===== config.mk =====
export PLATFORM = sky130hd
export DESIGN_NAME = uart_rx
export DESIGN_NICKNAME = d
export VERILOG_FILES = /design/src/rtl/uart_rx.sv
export SDC_FILE = /design/constraint.sdc
export NUM_CORES = 1
export LEC_CHECK = 0
export ABC_AREA = 0
export CORE_MARGIN = 3
export CORE_UTILIZATION = 25
export CTS_CLUSTER_DIAMETER = 100
export DETAILED_ROUTE_END_ITERATION = 10
export DONT_BUFFER_PORTS = 1
export PLACE_DENSITY = 0.45
export SLEW_MARGIN = 20
export SYNTH_ARGS = -nofsm -noshare
export SYNTH_HDL_FRONTEND = slang
export SYNTH_SLANG_ARGS = --single-unit

===== constraint.sdc =====
create_clock -name i_Clock -period 2 [get_ports i_Clock]
set_input_delay 0.3 -clock i_Clock [delete_from_list [all_inputs] [get_ports i_Clock]]
set_output_delay 0.3 -clock i_Clock [all_outputs]
set_load 0.02 [all_outputs]

===== src/rtl/uart_rx.sv =====
// 8N1 UART receiver: 2-FF synchronised input, mid-bit sampling, one-cycle
// DV / frame-error pulses, break hold-off after a low stop bit.
`timescale 1ns/1ps
module uart_rx #(
    parameter int  CLKS_PER_BIT = 5208,
    localparam int CNT_W        = $clog2(CLKS_PER_BIT) + 1
) (
    input  logic       i_Clock,
    input  logic       i_Reset_n,
    input  logic       i_Rx_Serial,
    output logic       o_Rx_DV,
    output logic [7:0] o_Rx_Byte,
    output logic       o_Frame_Err,
    output logic       o_Busy
);

    localparam logic [CNT_W-1:0] HALF = CNT_W'((CLKS_PER_BIT - 1) / 2);
    localparam logic [CNT_W-1:0] LAST = CNT_W'(CLKS_PER_BIT - 1);

    typedef enum logic [2:0] {
        IDLE  = 3'd0,
        START = 3'd1,
        DATA  = 3'd2,
        STOP  = 3'd3,
        BREAK = 3'd4
    } state_t;

    state_t           state, state_next;
    logic [1:0]       sync;
    logic             rx_s;
    logic [CNT_W-1:0] timer, timer_next;
    logic [2:0]       idx, idx_next;
    logic [7:0]       shift, shift_next;
    logic [7:0]       rx_byte, rx_byte_next;
    logic             dv, dv_next;
    logic             ferr, ferr_next;

    assign rx_s = sync[1];

    always_ff @(posedge i_Clock or negedge i_Reset_n) begin
        if (!i_Reset_n) begin
            sync    <= '1;
            state   <= IDLE;
            timer   <= '0;
            idx     <= '0;
            shift   <= '0;
            rx_byte <= '0;
            dv      <= 1'b0;
            ferr    <= 1'b0;
        end else begin
            sync    <= {sync[0], i_Rx_Serial};
            state   <= state_next;
            timer   <= timer_next;
            idx     <= idx_next;
            shift   <= shift_next;
            rx_byte <= rx_byte_next;
            dv      <= dv_next;
            ferr    <= ferr_next;
        end
    end

    always_comb begin
        state_next   = state;
        timer_next   = timer;
        idx_next     = idx;
        shift_next   = shift;
        rx_byte_next = rx_byte;
        dv_next      = 1'b0;
        ferr_next    = 1'b0;
        case (state)
            IDLE: begin
                timer_next = '0;
                idx_next   = '0;
                if (!rx_s) state_next = START;
            end
            START: begin
                // A start bit still high at its midpoint was a glitch.
                if (timer == HALF) begin
                    timer_next = '0;
                    state_next = rx_s ? IDLE : DATA;
                end else begin
                    timer_next = timer + CNT_W'(1);
                end
            end
            DATA: begin
                if (timer == LAST) begin
                    timer_next      = '0;
                    shift_next[idx] = rx_s;
                    if (idx == 3'd7) state_next = STOP;
                    else             idx_next   = idx + 3'd1;
                end else begin
                    timer_next = timer + CNT_W'(1);
                end
            end
            STOP: begin
                // Leaving at mid-stop lets an immediately following start bit be seen.
                if (timer == LAST) begin
                    timer_next = '0;
                    if (rx_s) begin
                        rx_byte_next = shift;
                        dv_next      = 1'b1;
                        state_next   = IDLE;
                    end else begin
                        ferr_next  = 1'b1;
                        state_next = BREAK;
                    end
                end else begin
                    timer_next = timer + CNT_W'(1);
                end
            end
            BREAK: begin
                timer_next = '0;
                if (rx_s) state_next = IDLE;
            end
            default: begin
                state_next = IDLE;
                timer_next = '0;
                idx_next   = '0;
            end
        endcase
    end

    assign o_Rx_DV     = dv;
    assign o_Rx_Byte   = rx_byte;
    assign o_Frame_Err = ferr;
    assign o_Busy      = (state != IDLE);

endmodule

* Word-level counts from Yosys, hierarchy flattened
Index checks and enable logic that the tools add are counted.
** Operators by class
- Bitwise logic cells :: 1
- Multiplexer cells :: 24
- Order comparisons :: 2
- Reductions and logical operators :: 9
- Eq/ne operators :: 14
- Add/sub/neg operators :: 2
** Operator list (count)
- $mux W14 :: 2
- $pmux W14 S2 :: 1
- $mux W3 :: 9
- $pmux W3 S5 :: 1
- $add A14 B1 Y14 const B :: 1
- $eq A14 B12 Y1 const B :: 1
- $eq A14 B13 Y1 const B :: 1
- $ne A2 B2 Y1 const B :: 7
- $bwmux W8 :: 1
- $mux W1 :: 7
- $eq A3 B2 Y1 const B :: 2
- $eq A3 B3 Y1 const B :: 2
- $pmux W3 S2 :: 1
- $reduce_and A3 Y1 :: 2
- $reduce_and A6 Y1 :: 1
- $lt A3 B4 Y1 const B :: 1
- $add A3 B1 Y3 const B :: 1
- $demux W1 S3 :: 1
- $eq A3 B1 Y1 const B :: 1
- $ge A3 B1 Y1 const B :: 1
- $logic_not A3 Y1 :: 1
- $reduce_bool A3 Y1 :: 1
- $reduce_or A3 Y1 :: 1
- $mux W2 :: 1
- 4 further kinds :: 4
** Word-level totals
- Output and inout bits :: 11
- Word-level logic and storage cells :: 60
- Flip-flop bits (word level) :: 40

* Longest topological paths before layout
Gate-level depths: netlist of the first run.
- Word-level depth :: 5
- Gate-level depth with buffers :: 8

* Worst setup path before layout of the first run
Ideal clock, no wire load.
- Path kind :: register -> register
- Start point :: reg timer[0]
- End point :: reg state[0]
- Required time :: 1.872 ns
- Clock period less this slack :: 2.117 ns
- Library setup time :: 0.128 ns
- Stages on the path, launching flop included :: 8
- Data arrival time :: 1.990 ns
- Slack :: -0.117 ns
- Cells stage by stage :: dfrtp_1 ha_1 or4b_1 buf_4 nor4b_4 a2111oi_2 nor2_4 mux2_1
** Between the ends
- Longest elaborated chain between the ends :: 3
- Elaborated cells between the ends (all ways) :: 6
- Those cells by class :: 5 x eq/ne; 1 x reduce/logical
** RTL lines
- start: declaration :: line 31 : logic [CNT_W-1:0] timer, timer_next;
- start signal: assignment :: line 53 : timer <= timer_next;
- $eq A14 B13 Y1 / $eq A14 B12 Y1 (equally long branches) :: line 86, 97, 78
- $ne A2 B2 Y1 (no line)
- $reduce_and A6 Y1 (no line) *
- end signal: assignment :: line 52 : state <= state_next;
- end: declaration :: line 28 : state_t state, state_next;
Mark *: on every way between the ends. The rest lies on a longest branch, timed or not.
A chain may end at the register's enable or synchronous reset.

* Worst setup path in the final report of the first run
- Start point :: reg timer[1]
- End point :: reg state[0]
Same word-level chain as after synthesis.

==> results.ini, run 1 <==
[hold_path]
hold_path_end=sync[1]
hold_path_class=register to register
worst_hold_path.num_cells=0
min_from=sync[0]

[job]
maxCapViolations=0

[grt]
grt_remaining_overflow=0
grt_start_max_net_pins=41
combined_global_route_utilization_of_all_metal_layers_pct=9.946
grt_antenna_before_repair=0
grt_pass1_vias=1385
grt_first_pass_wirelength_um=6975

[placement]
placement.setup.worst_slack_ns=-0.07612
numPortBuffers=0
gp_routability_congestion=0.7576
place.detailed.instances=298
place.detailed.hpwl_um=2812

[final_layout]
reg_area_um2=1003
fraction_of_layout_instances_using_a_drive_strength_above_1_pct=38.03
layout.cells.non_filler=312
fill_cells=747
post-route-util_pct=34.14
final_nets=218
antenna-diode-count=0
area_taken_by_multi_input_logic_gates_um2=993.5
syn2layout_area_growth_pct=29.67

[clock_network]
clkSinkCount=40
cts_inserted_buffers=5
worst_setup_hold_path_clk_slew_ns=0.08
worst_skew_late_latency_ns=0.29
htree_num_levels=2
clock_tree_from_tritoncts=built
clock_tree.buffer_depth=2
ctsRootBufferMaster=sky130_fd_sc_hd__clkbuf_8

[power]
power.leakage_nw=1.176
worst_case_vdd_ir_drop_v=0.0002257
p_sw_mw=0.3135
clockPowerShare_pct=44.0
p_comb_share_pct=1.6
power_switching_share_pct=20.87
pint_mw=1.189
power_density_nw_per_um2=590.8
p_seq_share_pct=54.4

[synthesis]
synth-edff-count=0
synthesis.yosys.warnings=0
synth_top_area_cells=sky130_fd_sc_hd__dfrtp_1, sky130_fd_sc_hd__mux2_2, sky130_fd_sc_hd__nor2_1
seq_total_area_yosys_pct=51.18
number_of_nets_produced_by_synthesis=184
syn-instance-count=178
synth_async_sr_flop_share_pct=100.0
syn_area_per_cell_um2=11.01
postSynthRegisterBits=40
synth_cell_types=39
yosys.cell_count.top_type=sky130_fd_sc_hd__dfrtp_1
synth.cells.most_frequent=sky130_fd_sc_hd__dfrtp_1, sky130_fd_sc_hd__nor2_1, sky130_fd_sc_hd__mux2_2
dominantRegCellSynth=sky130_fd_sc_hd__dfrtp_1
synth_area_um2=1961
synth_top_cell_area_share_pct=48.50
yosys.area.top_type=sky130_fd_sc_hd__dfrtp_1

[route]
routed.top_layer=met4
wl_met2_um=1729
drtIter0Drc=74
drc_errors=0
length_of_routed_wiring_on_met1_um=2098
avgRoutedWirePerCell_um=12.97
routed-via-count=1412
detailroute.wirelength.met3_um=151
final_antenna_net_count=0
first_pass_detailed_route_iteration_total=4
routed_wirelength_um=4048
post_drt_via_cell_ratio=4.526

[setup_path]
r2r_setup_slack_ns=-0.07
r2r_cells=6
timing.critical_path.max_delay_family=simple AND/OR/NAND/NOR gates
crit_fanout=5
critical_path.startpoint_type=register
path_buf_inv=0
worstPathArrival_ns=2.25
worstReg2RegStart=timer[1]
worst_ep_required_time_ns=2.17
critical_path.max_stage_delay_ns=0.51
cp_cell_sequence=ha_2 -> or4b_4 -> nor4b_4 -> a2111oi_4 -> nor2_4 -> mux2_4
timing.setup.critical_path_class=register to register
crit-reg2reg-capture=state[0]
crit_path_top_delay_cell=sky130_fd_sc_hd__or4b_4
setup.worst_path.end_class=register

[sta]
fmax_ghz=0.4830
max-slew-margin-rel_pct=73.61
hold-worst-slack_ns=0.3578
report.final.setup_viol=11
post-route-min-period_ns=2.070
finalHoldViolations=0
maxSlewViolCount=0
post-route-worst-setup-slack_ns=-0.07046
skew_ns=0.006412
rsz_0062_raised_after_global_routing=yes
least_margin_pin_slew_ns=0.3922
timing.final.crit_share_pct=103.5
setup_total_negative_slack_ns=-0.1519

[outcome]
violations=setup timing
outcome=finished, violations left

[die]
die_area_um2=8942
placement_rows=31
initial_utilization_pct=26.33
fp.dieW_um=94.56
ioPinCount=14
die_y_um=94.56
core-area_um2=7447

==> cells in the final DEF (no fill, tap or decap), types with 3 or more instances in the layout <==
cell	instances
sky130_fd_sc_hd__nor3_1	5
sky130_fd_sc_hd__buf_6	3
sky130_fd_sc_hd__xnor2_1	8
sky130_fd_sc_hd__nand2_1	12
sky130_fd_sc_hd__mux2_2	17
sky130_fd_sc_hd__nand3_1	7
sky130_fd_sc_hd__buf_4	28
sky130_fd_sc_hd__nand3_2	4
sky130_fd_sc_hd__inv_1	7
sky130_fd_sc_hd__nand4b_1	3
sky130_fd_sc_hd__nor2_1	25
sky130_fd_sc_hd__nand4_1	3
sky130_fd_sc_hd__dfrtp_1	38
sky130_fd_sc_hd__xor2_1	4
sky130_fd_sc_hd__clkbuf_8	5
sky130_fd_sc_hd__and3_1	3
sky130_fd_sc_hd__o21ai_0	3
==> sequential cells by signal (all words and copies together), names as in the netlist <==
name and cells:
sync 2, o_Frame_Err 1, timer 14, o_Rx_DV 1
o_Rx_Byte 8, idx 3, state 3, shift 8
==> power by group through the flow <==
| stage | clock [mW] | combinational [mW] | sequential (mW) |
|---|---|---|---|
| floorplan | 0 | 0.00351 | 0.829 |
| global placement | 0 | 0.00154 | 0.833 |
| detailed placement | 0 | 0.00153 | 0.833 |
| CTS | 0.685 | 0.0262 | 0.816 |
| global route | 0.735 | 0.0294 | 0.817 |
| finish | 0.661 | 0.0246 | 0.816 |
==> through the flow <==
stage	total power [mW]	instance area (um2)
3_5_place_dp	0.8342	2260
5_1_grt	1.582	2542
4_1_cts	1.528	2432
6_report	1.502	2542
3_3_place_gp	0.8345	2260
2_1_floorplan	0.8327	1961
==> worst register-to-register path, stage by stage (launching register included) <==
cell and delay [ns]:
sky130_fd_sc_hd__dfrtp_1 0.35, sky130_fd_sc_hd__ha_2 0.17, sky130_fd_sc_hd__or4b_4 0.51, sky130_fd_sc_hd__nor4b_4 0.34
sky130_fd_sc_hd__a2111oi_4 0.13, sky130_fd_sc_hd__nor2_4 0.15, sky130_fd_sc_hd__mux2_4 0.30
==> worst max-delay path by stage <==
stage	start	to	slack, ns	depth (start not counted)
finish	timer[1]	state[0]	-0.07	6
global route	timer[0]	state[0]	-0.15	6
CTS	timer[0]	state[0]	-0.07	7
detailed placement	timer[11]	shift[5]	-0.08	8
global placement	timer[0]	state[0]	-0.04	7
floorplan	timer[0]	state[0]	-0.12	7
==> cell type report <==
type	count	share of cell area, %
Clock buffer	5	2.707
Clock inverter	3	1.673
Inverter	7	1.033
Multi-Input combinational cell	124	39.07
Sequential cell	40	39.47
Tap cell	99	4.872
Timing Repair Buffer	34	11.17
==> routing by layer <==
metal  GRT usage (%)  up-vias
li1                -      698
met2           13.48       24
met3           2.550        5
met5               0        -
met1           14.86      685
met4           3.966        0
==> kinds of logic after synthesis <==
kind of cell	count (synthesis)	share of synthesized area (%)
AO/OA/AOI/OAI	9	3.510
buffers and inverters	14	3.127
XOR/XNOR	12	5.361
AND/OR/NAND/NOR	82	24.57
adder cells (fa/ha/maj)	3	1.915
flip-flops	40	51.18
multiplexers	18	10.34
==> what timing repair did <==
item | CTS | global route
buffers inserted | 0 | 4
pin swaps | 1 | 7
endpoints found under the hold margin | 41 | 0
gates resized for setup | 5 | 16
endpoints found under the setup margin | 35 | 35
gates cloned | 0 | 0
hold buffers | 3 | 0
No activity file was read; power rests on OpenSTA's default activity.
==> inputs of run 2 (changes only) <==
--- a/config.mk
+++ b/config.mk
@@ -6,12 +6,15 @@
 export NUM_CORES = 1
 export LEC_CHECK = 0
 export ABC_AREA = 0
+export CELL_PAD_IN_SITES_DETAIL_PLACEMENT = 1
+export CELL_PAD_IN_SITES_GLOBAL_PLACEMENT = 1
+export CORE_ASPECT_RATIO = 1.2
 export CORE_MARGIN = 3
 export CORE_UTILIZATION = 25
 export CTS_CLUSTER_DIAMETER = 100
 export DETAILED_ROUTE_END_ITERATION = 10
 export DONT_BUFFER_PORTS = 1
-export PLACE_DENSITY = 0.45
+export PLACE_DENSITY = 0.51
 export SLEW_MARGIN = 20
 export SYNTH_ARGS = -nofsm -noshare
 export SYNTH_HDL_FRONTEND = slang
==> run 2 against run 1 <==
  * Largest cell class unchanged
  * Total power rose by 0.92%
  * Die area barely moved
  * Highest routed layer unchanged
  * Combinational power barely moved
  * The run still ends with setup timing left
  * Hold slack improved by 0.0014 ns
  * Critical path depth did not move
  * Clock-buffer cell count did not move
  * Final area fell by 2.9%
  * Maximum frequency rose by 1.3%
==> results.ini, run 2 (same netlist as run 1, synthesis figures left out) <==
[grt]
combined_global_route_utilization_of_all_metal_layers_pct=11.51  ; +1.6 points
grt_remaining_overflow=0  ; unchanged
grt_pass1_vias=1715  ; +24%
grt_first_pass_wirelength_um=8004  ; +15%
grt_antenna_before_repair=0  ; unchanged
grt_start_max_net_pins=41  ; unchanged

[setup_path]
worstPathArrival_ns=2.23  ; -0.02 ns
crit_fanout=5  ; unchanged
cp_cell_sequence=ha_1 -> or4b_4 -> nor4b_4 -> a2111oi_2 -> nor2_4 -> mux2_1
setup.worst_path.end_class=register
timing.setup.critical_path_class=register to register
crit_path_top_delay_cell=sky130_fd_sc_hd__or4b_4
worst_ep_required_time_ns=2.18  ; about the same
critical_path.max_stage_delay_ns=0.53  ; +0.02 ns
critical_path.startpoint_type=register

[final_layout]
post-route-util_pct=33.16  ; -0.98 points
max_flop_register=timer
fill_cells=831  ; +11%
syn2layout_area_growth_pct=25.91
largest_register_ffs=14  ; unchanged
layout.cells.non_filler=302  ; -3.2%
final_nets=217  ; -0.46%
layout_common_cells=sky130_fd_sc_hd__dfrtp_1, sky130_fd_sc_hd__buf_4, sky130_fd_sc_hd__nor2_1
fraction_of_layout_instances_using_a_drive_strength_above_1_pct=33.49  ; -4.5 points
reg_area_um2=1003  ; unchanged
antenna-diode-count=0  ; unchanged
area_taken_by_multi_input_logic_gates_um2=940.9  ; -5.3%
layout_commonest_cell=sky130_fd_sc_hd__dfrtp_1

[clock_network]
worst_setup_hold_path_clk_slew_ns=0.08  ; about the same
clkSinkCount=40  ; unchanged
clock_tree.buffer_depth=2  ; unchanged
ctsRootBufferMaster=sky130_fd_sc_hd__clkbuf_8
cts_inserted_buffers=5  ; unchanged
htree_num_levels=2  ; unchanged
clock_tree_from_tritoncts=built
worst_skew_late_latency_ns=0.29  ; about the same

[power]
power.leakage_nw=1.115  ; -5.2%
power_density_nw_per_um2=614.1  ; +3.9%
worst_case_vdd_ir_drop_v=0.0002401  ; +6.4%
totalPowerFinal_mw=1.516  ; +0.92%

[route]
drc_errors=0  ; unchanged
routed-via-count=1492  ; +5.7%
avgRoutedWirePerCell_um=15.13  ; +17%
post_drt_via_cell_ratio=4.940  ; +9.2%
first_pass_detailed_route_iteration_total=4  ; unchanged
final_antenna_net_count=0  ; unchanged
routed_wirelength_um=4568  ; +13%
drtIter0Drc=41  ; -45%

[sta]
skew_ns=0.007382  ; +0.0009707 ns
hold-worst-slack_ns=0.3592  ; +0.001352 ns
least_margin_pin_slew_ns=0.4759  ; +0.08375 ns
timing.final.crit_share_pct=102.2  ; -1.3 points
post-route-worst-setup-slack_ns=-0.04488  ; +0.02559 ns
setup_total_negative_slack_ns=-0.04714  ; +0.1048 ns
fmax_ghz=0.4890  ; +1.3%
report.final.setup_viol=2  ; -9
max-slew-margin-rel_pct=68.21  ; -5.4 points
rsz_0062_raised_after_global_routing=yes
finalHoldViolations=0  ; unchanged
maxSlewViolCount=0  ; unchanged
post-route-min-period_ns=2.045  ; -0.02559 ns

[die]
placement_rows=34  ; +9.7%
ioPinCount=14  ; unchanged
initial_utilization_pct=26.34  ; about the same
die_area_um2=8945  ; about the same
core-area_um2=7445  ; about the same
fp.dieW_um=86.84  ; -8.2%
die_y_um=103.0  ; +8.9%

[placement]
gp_routability_congestion=0.8058  ; +6.4%
place.detailed.hpwl_um=3444  ; +22%
place.detailed.instances=289  ; -3.0%
numPortBuffers=0  ; unchanged

[outcome]
outcome=finished, violations left
violations=setup timing

[job]
maxCapViolations=0  ; unchanged

[hold_path]
hold_path_class=register to register

run 2: cell types whose count changed in the layout (fill, tap and decap cells not counted), moves of 2 or more:
| cell | before | now |
|---|---|---|
| sky130_fd_sc_hd__buf_6 | 3 | 1 |
| sky130_fd_sc_hd__nand3_1 | 7 | 11 |
| sky130_fd_sc_hd__clkinv_4 | 0 | 2 |
| sky130_fd_sc_hd__nand3_2 | 4 | 0 |
run 2: critical path: cells and delay by family (launching register included):
family                   cells  cell delay, ns
adder cells (fa/ha/maj)      1            0.17
AO/OA/AOI/OAI                1            0.14
flip-flops                   1            0.36
AND/OR/NAND/NOR              3            0.95
multiplexers                 1            0.32
run 2: final cells by class:
cell class                 instances  share of cell area (%)
clock buffer                       5                   2.788
clock inverter                     3                   1.926
inverter                           7                   1.064
multi-input combinational        124                   38.11
sequential                        40                   40.65
tap                               90                   4.562
timing repair buffer              33                   10.90
run 2: worst paths after layout:
check / from / end / slack, ns / depth (start not counted)
worst max-delay path: timer[0] / state[0] / -0.04 / 6
worst min-delay path: sync[0] / sync[1] / 0.36 / 0
worst max register to register: timer[0] / state[0] / -0.04 / 6
worst min register to register: sync[0] / sync[1] / 0.36 / 0
max in group asynchronous: i_Reset_n / sync[1] / 1.29 / 2
min in group asynchronous: i_Reset_n / shift[0] / 0.46 / 2
run 2: where the power goes:
group / switching (mW) / internal (mW) / leakage (nW) / total, mW
registers: 0.00492 / 0.812 / 0.537 / 0.817
clock network: 0.299 / 0.376 / 0.0583 / 0.675
logic: 0.0169 / 0.00748 / 0.519 / 0.0244
total: 0.321 / 1.20 / 1.11 / 1.52
run 2: metrics by stage:
step	setup WS, ns	cell area [um2]
after floorplan	-0.1172	1961
after global placement	-0.08918	2248
after detailed placement	-0.2079	2248
after global routing	-0.1173	2469
after CTS	-0.06890	2451
final	-0.04488	2469
run 2: per-layer routing:
| metal | GRT usage [%] | share of wire [%] |
|---|---|---|
| met2 | 21.51 | 54 |
| met3 | 2.638 | 3.3 |
| met4 | 4.916 | 2.6 |
| met5 | 0 | 0 |
| met1 | 12.24 | 40 |
run 2: repair_timing:
item	in CTS	in global routing
hold buffers	3	0
gates cloned	0	0
buffers inserted	1	1
pin swaps	0	1
endpoints found under the setup margin	33	32
gates resized for setup	6	3
hold endpoints to repair	41	0
